$ cat config.mk
export PLATFORM = sky130hd
export DESIGN_NAME = bp_update_ctrl
export DESIGN_NICKNAME = d
export VERILOG_FILES = /design/src/rtl/bp_update_ctrl.sv
export SDC_FILE = /design/constraint.sdc
export NUM_CORES = 1
export LEC_CHECK = 0
export CORE_MARGIN = 2
export CORE_UTILIZATION = 50
export DETAILED_ROUTE_END_ITERATION = 16
export PLACE_DENSITY = 0.81
export SETUP_SLACK_MARGIN = 0.4
export SLEW_MARGIN = 25
export SYNTH_ARGS = -nofsm -noshare
export SYNTH_HDL_FRONTEND = slang
export SYNTH_SLANG_ARGS = --single-unit
$ cat constraint.sdc
create_clock -name clk -period 5.5 [get_ports clk]
set_input_delay 0.825 -clock clk [delete_from_list [all_inputs] [get_ports clk]]
set_output_delay 0.825 -clock clk [all_outputs]
set_load 0.01 [all_outputs]
$ cat src/rtl/bp_update_ctrl.sv
// Branch-predictor update scheduler: queues branch resolutions and applies each
// one as a read-modify-write of a 2-bit saturating counter in bp_cache.
module bp_update_ctrl #(
    parameter int AWIDTH = 32,
    parameter int DWIDTH = 32,
    parameter int DEPTH  = 4
) (
    input  logic                     clk,
    input  logic                     reset,
    input  logic                     upd_valid,
    input  logic [AWIDTH-1:0]        upd_pc,
    input  logic                     upd_taken,
    input  logic                     flush,
    output logic [AWIDTH-1:0]        rd_addr,
    input  logic [DWIDTH-1:0]        rd_data,
    input  logic                     rd_hit,
    output logic                     wr_en,
    output logic [AWIDTH-1:0]        wr_addr,
    output logic [DWIDTH-1:0]        wr_data,
    output logic                     busy,
    output logic [$clog2(DEPTH):0]   count,
    output logic [7:0]               drop_cnt
);

    localparam int PW = $clog2(DEPTH);
    localparam int CW = PW + 1;

    typedef enum logic [1:0] {IDLE, READ, WRITE} state_e;

    state_e              state_q;
    logic [AWIDTH:0]     fifo_mem [DEPTH];
    logic [PW-1:0]       wr_ptr_q, rd_ptr_q;
    logic [CW-1:0]       count_q;
    logic [7:0]          drop_cnt_q;
    logic [AWIDTH-1:0]   work_pc_q;
    logic                work_taken_q;
    logic                wr_en_q;
    logic [AWIDTH-1:0]   wr_addr_q;
    logic [DWIDTH-1:0]   wr_data_q;

    logic                full, empty, push, drop, pop;
    logic [AWIDTH:0]     head;
    logic [1:0]          next_ctr;
    logic                rd_data_unused;

    // Fullness is judged on the pre-edge occupancy, so a same-cycle pop never makes room.
    assign full  = (count_q == CW'(DEPTH));
    assign empty = (count_q == '0);
    assign push  = upd_valid && !flush && !full;
    assign drop  = upd_valid && !flush && full;
    assign pop   = !flush && !empty && (state_q != READ);
    assign head  = fifo_mem[rd_ptr_q];

    assign rd_data_unused = ^rd_data[DWIDTH-1:2];

    function automatic logic [1:0] counter_update(input logic hit, input logic [1:0] c,
                                                  input logic taken);
        if (!hit)
            return taken ? 2'b10 : 2'b01;
        else if (taken)
            return (c == 2'b11) ? 2'b11 : c + 2'b01;
        else
            return (c == 2'b00) ? 2'b00 : c - 2'b01;
    endfunction

    assign next_ctr = counter_update(rd_hit, rd_data[1:0], work_taken_q);

    // NOTE: queue storage carries no reset; occupancy and pointers alone say what is valid.
    always_ff @(posedge clk) begin
        if (push)
            fifo_mem[wr_ptr_q] <= {upd_pc, upd_taken};
    end

    always_ff @(posedge clk or negedge reset) begin
        if (!reset) begin
            wr_ptr_q   <= '0;
            rd_ptr_q   <= '0;
            count_q    <= '0;
            drop_cnt_q <= '0;
        end else begin
            if (drop && drop_cnt_q != 8'hFF)
                drop_cnt_q <= drop_cnt_q + 8'd1;
            if (flush) begin
                wr_ptr_q <= '0;
                rd_ptr_q <= '0;
                count_q  <= '0;
            end else begin
                if (push)
                    wr_ptr_q <= wr_ptr_q + PW'(1);
                if (pop)
                    rd_ptr_q <= rd_ptr_q + PW'(1);
                count_q <= count_q + CW'(push) - CW'(pop);
            end
        end
    end

    // The write of a WRITE cycle is already on the port, so flush only stops what follows it.
    always_ff @(posedge clk or negedge reset) begin
        if (!reset) begin
            state_q      <= IDLE;
            work_pc_q    <= '0;
            work_taken_q <= 1'b0;
            wr_en_q      <= 1'b0;
            wr_addr_q    <= '0;
            wr_data_q    <= '0;
        end else if (flush) begin
            state_q <= IDLE;
            wr_en_q <= 1'b0;
        end else begin
            case (state_q)
                IDLE: begin
                    if (!empty) begin
                        state_q                   <= READ;
                        {work_pc_q, work_taken_q} <= head;
                    end
                end
                READ: begin
                    state_q   <= WRITE;
                    wr_en_q   <= 1'b1;
                    wr_addr_q <= work_pc_q;
                    wr_data_q <= {{(DWIDTH-2){1'b0}}, next_ctr};
                end
                WRITE: begin
                    wr_en_q <= 1'b0;
                    if (!empty) begin
                        state_q                   <= READ;
                        {work_pc_q, work_taken_q} <= head;
                    end else begin
                        state_q <= IDLE;
                    end
                end
                default: state_q <= IDLE;
            endcase
        end
    end

    assign rd_addr  = work_pc_q;
    assign wr_en    = wr_en_q;
    assign wr_addr  = wr_addr_q;
    assign wr_data  = wr_data_q;
    assign count    = count_q;
    assign drop_cnt = drop_cnt_q;
    assign busy     = (state_q != IDLE) || !empty;

endmodule

# Yosys cells after proc, flatten, opt, wreduce, memory -nomap -nowiden
# Memories as Yosys holds them, arrays and structs flattened. A register that Yosys moved wholly into a read port is not among the register bits.
# Cells that the tools add are included.
# Widths: inputs -> output; s select.
[totals]
elab_cells = 64
mem_bits_rw = 132
mem_count = 1
input_bits = 70
ff_bits = 52
output_inout_bits = 109
[op_classes]
n_addsub = 7
mux = 18
eq_ne = 7
bitwise_logic = 2
n_reduce_logical = 21
[memory_table]
columns = ["name", "depth", "word_bits", "read_ports", "rd_ports_with_merged_regs", "wr", "line_no", "rtl"]
rows = [
  ["fifo_mem", 4, 33, 1, 1, 1, "31", "logic [AWIDTH:0] fifo_mem [DEPTH];"],
]
[op_table]
columns = ["op", "n"]
rows = [
  ["$mux 2", 11],
  ["$add 8x1->8 const B", 1],
  ["$ne 8x8->1 const B", 1],
  ["$add 2x1->2 const B", 3],
  ["$logic_and 1x1->1", 6],
  ["$pmux 2 s3", 1],
  ["$reduce_bool 2->1", 3],
  ["$eq 2x2->1 const B", 2],
  ["$logic_not 1->1", 4],
  ["$logic_not 2->1", 2],
  ["$mux 1", 4],
  ["$add 3x1->3", 1],
  ["$eq 3x3->1 const B", 1],
  ["$logic_not 3->1", 1],
  ["$mux 3", 1],
  ["$ne 3x3->1 const B", 1],
  ["$reduce_and 3->1", 1],
  ["$reduce_bool 3->1", 1],
  ["$sub 3x1->3", 1],
  ["$eq 2x1->1 const B", 1],
  ["$ne 2x1->1 const B", 1],
  ["$not 1->1", 2],
  ["$pmux 1 s2", 1],
  ["$reduce_and 2->1", 1],
  ["3 further kinds", 3],
]

# Logic depth before layout (Yosys ltp)
[depth]
word_depth = 6
mapped_depth = 10
ltp_nobuf = 10

# Least setup slack after synthesis
# OpenSTA, ideal clock, no wires.
[synth_path]
path_kind = "input port to flip-flop"
startpoint = "input flush"
endpoint = "memory fifo_mem[0][0] in the netlist's numbering, enable pin"
required_time_ns = 5.107
setup_slack_ns = 2.960
t_arrival_ns = 2.147
setup_time_ns = 0.393
n_path_buf = 0
stages = 3
path_cell_list = "nand2b_1 > nor2b_1 > and2_1"
[synth_via]
elab_chain_cells = 5
[synth_rtl]
columns = ["element", "line_no", "rtl"]
rows = [
  ["start, declared", "13", "input logic flush,"],
  ["$logic_not 1->1", "49", "assign push = upd_valid && !flush && !full;"],
  ["$logic_and 1x1->1 (2 in a row)", "49", ""],
  ["$mux 1", "70", "if (push)"],
  ["$mux 1 (implied by the code)", "71", "fifo_mem[wr_ptr_q] <= {upd_pc, upd_taken};"],
  ["end, declared", "31", ""],
]
# No other way between the ends.

# Worst setup path after layout
[layout_path]
startpoint = "register count_q[1] (netlist: count[1])"
endpoint = "output busy"
[layout_via]
elab_chain_cells = 3
[layout_rtl]
columns = ["element", "line_no", "rtl"]
rows = [
  ["start, declared", "33", "logic [CW-1:0] count_q;"],
  ["start signal, assigned", "92", "count_q <= count_q + CW'(push) - CW'(pop);"],
  ["$logic_not 3->1", "48", "assign empty = (count_q == '0);"],
  ["$logic_not 1->1", "143", "assign busy = (state_q != IDLE) || !empty;"],
  ["$logic_or 1x1->1", "143", ""],
  ["end, declared", "20", "output logic busy,"],
]
# No other way between the ends.

==> flow_summary.json <==
{
  "ir_drop_v": 0.000317,
  "drtIter0Drc": 219,
  "clkTransAtPathRegs_ns": 0.06,
  "crit_chain": "or3_1 -> or3_1 -> clkdlybuf4s50_1",
  "root_buffer": "clkbuf_16",
  "worst_pin_slew_ns": 1.03,
  "vias": 4540,
  "regToRegSetupSlack_ns": 3.09,
  "synth_cell_types": 33,
  "crit_slowest_cell": "clkdlybuf4s50_1",
  "coreArea_um2": 16500,
  "r2r-end": "count[2]",
  "cts.sinks": 217,
  "diodes": 0,
  "cts_resized": 0,
  "antenna_found_initial": 0,
  "design.die.area_um2": 17900,
  "layout-drive-gt1-share_pct": 17.2,
  "synth_edf_count": 132,
  "floorplan.initialDensity_pct": 51.0,
  "finalSetupTns_ns": 0,
  "cp.arrival_ns": 2.26,
  "cap_violations": 0,
  "cellLeakagePower_nw": 4.00,
  "n_fill_cell": 1167,
  "cts_tree": "done",
  "p_per_area_nw_per_um2": 505,
  "wl_mm": 16.6,
  "wl_per_cell_um": 19.1,
  "fin_crit_sh_pct": 56.1,
  "min_period_ns": 3.09,
  "rsz0062_at_grt": "no",
  "ys.flop_type": "edfxtp_1",
  "setup_viol": 0,
  "num_rows": 47,
  "ys_warn_count": 0,
  "grt_start_max_net_pins": 48,
  "grt-ovfl-total": 0,
  "path_class": "reg -> out",
  "antenna_left": 0,
  "clock.fmax_ghz": 0.324,
  "seq_area_frac_synth_pct": 72.2,
  "insertion_delay_ns": 0.49,
  "syn_area_per_cell_um2": 16.5,
  "reg2reg_from": "count[2]",
  "die_height_um": 134,
  "grtUsageTotal_pct": 18.8,
  "drtPass1Iterations": 4,
  "cts_made_buffers": 22,
  "vias_per_cell": 5.21,
  "post_cts_buffers": 0,
  "port-buffer-count": 118,
  "async_flop_share_pct": 39.2,
  "ys_ff_latch": 217,
  "syn2layout_area_growth_pct": 23.5,
  "worst_r2r_path_depth": 10,
  "drc": 0,
  "start_kind": "register",
  "hpwlAfterDp_mm": 9.95,
  "synth_xor_area_share_pct": 1.14,
  "startpoint": "count[1]",
  "hp-class": "in -> async",
  "hold_viol_final": 0,
  "outcome": "finished clean",
  "fin_nets": 714,
  "syn-cell-area_um2": 8430,
  "fin_skew_ns": 0.00748,
  "synth_top_family_by_area": "multiplexers",
  "slew_headroom_pct": 31.4,
  "htreeDepth": 1,
  "crit_fanout": 5,
  "synth_simple_gate_area_share_pct": 6.93,
  "ios": 179,
  "grt_pass1_wl_mm": 25.9,
  "synth_fa_ha_area_share_pct": 1.28,
  "gp_congestion": 0.724,
  "muxShareOfSynthArea_pct": 13.4,
  "hold_buffers": 0,
  "drv_slew": 0,
  "worst_path_most_repeated_cell": "or3_1",
  "whs_ns": 0.325,
  "die_width_um": 134,
  "clock_path_buffers": 3,
  "synth_compound_area_share_pct": 1.01,
  "max_stage_delay_ns": 0.49,
  "grt_pass1_vias": 4895,
  "netlist_instances": 511,
  "worst_ep_required_time_ns": 4.68,
  "end_kind": "output pin"
}
-- placed cells by master, fill, tap and decap left out, types with 3 or more instances in the layout --
cell type / Yosys / layout
xor2_1: 5 / 5
dfrtp_1: 85 / 83
edfxtp_1: 132 / 132
mux2_2: 34 / 34
ha_1: 7 / 7
xnor2_1: 6 / 6
and2_2: 0 / 3
nor2_1: 8 / 8
clkbuf_1: 8 / 10
buf_4: 30 / 4
nand2_1: 105 / 104
clkdlybuf4s50_1: 0 / 117
mux4_2: 33 / 33
clkbuf_16: 0 / 23
nand2b_1: 5 / 5
a21oi_1: 5 / 5
conb_1: 1 / 30
nand3_1: 4 / 4
inv_1: 8 / 8
-- cell families (layout without fill, tap and decap cells) --
group	count (synthesis)	count (layout)
AND/OR/NAND/NOR	137	137
buffers and inverters	57	169
XOR/XNOR	11	11
adder cells (fa/ha/maj)	8	8
other	1	30
flip-flops	217	217
AO/OA/AOI/OAI	13	13
multiplexers	67	67
-- per-layer routing --
metal	up-vias	part of all wire (%)	track usage, %
met3	34	6.8	3.40
met1	2290	38	23.0
li1	2030	-	-
met5	-	0	0
met2	186	53	34.4
met4	0	2.2	5.50
-- cells in the mapped netlist (5+ instances only) --
master    count  share of area, %
nand2_1     105               4.7
a21oi_1       5              0.30
inv_1         8              0.36
nor2_1        8              0.36
xor2_1        5              0.52
ha_1          7               1.0
mux4_2       33               8.8
mux2_2       34               4.5
clkbuf_1      8              0.36
edfxtp_1    132                47
xnor2_1       6              0.62
dfrtp_1      85                25
buf_2        10              0.59
buf_4        30               2.7
nand2b_1      5              0.37
-- where the power goes --
part	leakage [nW]	switching, mW	internal, mW
Clock	0.337	0.569	0.845
Combinational	1.41	0.635	0.865
Sequential	2.25	0.270	2.08
-- layout make-up --
| type | count | area (um2) | share of cell area [%] |
|---|---|---|---|
| clock buffer | 35 | 641 | 6.15 |
| clock inverter | 5 | 52.6 | 0.505 |
| inverter | 8 | 30.0 | 0.288 |
| multi-input combinational | 266 | 2120 | 20.4 |
| sequential | 217 | 6090 | 58.5 |
| tap | 220 | 275 | 2.64 |
| timing repair buffer | 121 | 1200 | 11.5 |
-- worst max path at each step --
stage,end,slack [ns],depth (start not counted)
CTS,busy,2.40,3
global route,wr_addr[15],2.33,6
floorplan,fifo_mem[0][0],2.96,3
detailed placement,wr_addr[15],1.95,6
global placement,wr_addr[26],2.02,6
finish,busy,2.41,3
-- flip-flops by register name (all words and copies together), names as in the netlist --
| signal | cells |
|---|---|
| wr_addr | 32 |
| work_taken_q | 1 |
| state_q | 2 |
| drop_cnt | 8 |
| wr_en | 1 |
| rd_ptr_q | 2 |
| count | 3 |
| rd_addr | 32 |
| wr_data | 2 |
| fifo_mem | 132 |
| wr_ptr_q | 2 |
-- per-stage QoR --
step	power [mW]	instances	instance area (um2)	setup WS, ns	utilization [%]
floorplan	3.12	540	8540	2.96	-
global placement	3.82	832	9720	2.02	58.8
detailed placement	3.89	832	9720	1.95	58.8
CTS	5.33	872	10400	2.40	63.0
global route	5.52	872	10400	2.33	63.0
finish	5.26	872	10400	2.41	63.0
-- worst max-delay path, delay by kind of cell, from the launching register on --
kind / cells / cell delay [ns]
flip-flops: 1 / 0.44
buffers and inverters: 1 / 0.49
AND/OR/NAND/NOR: 2 / 0.84
Note: power is estimated with default switching activity, not from simulation.
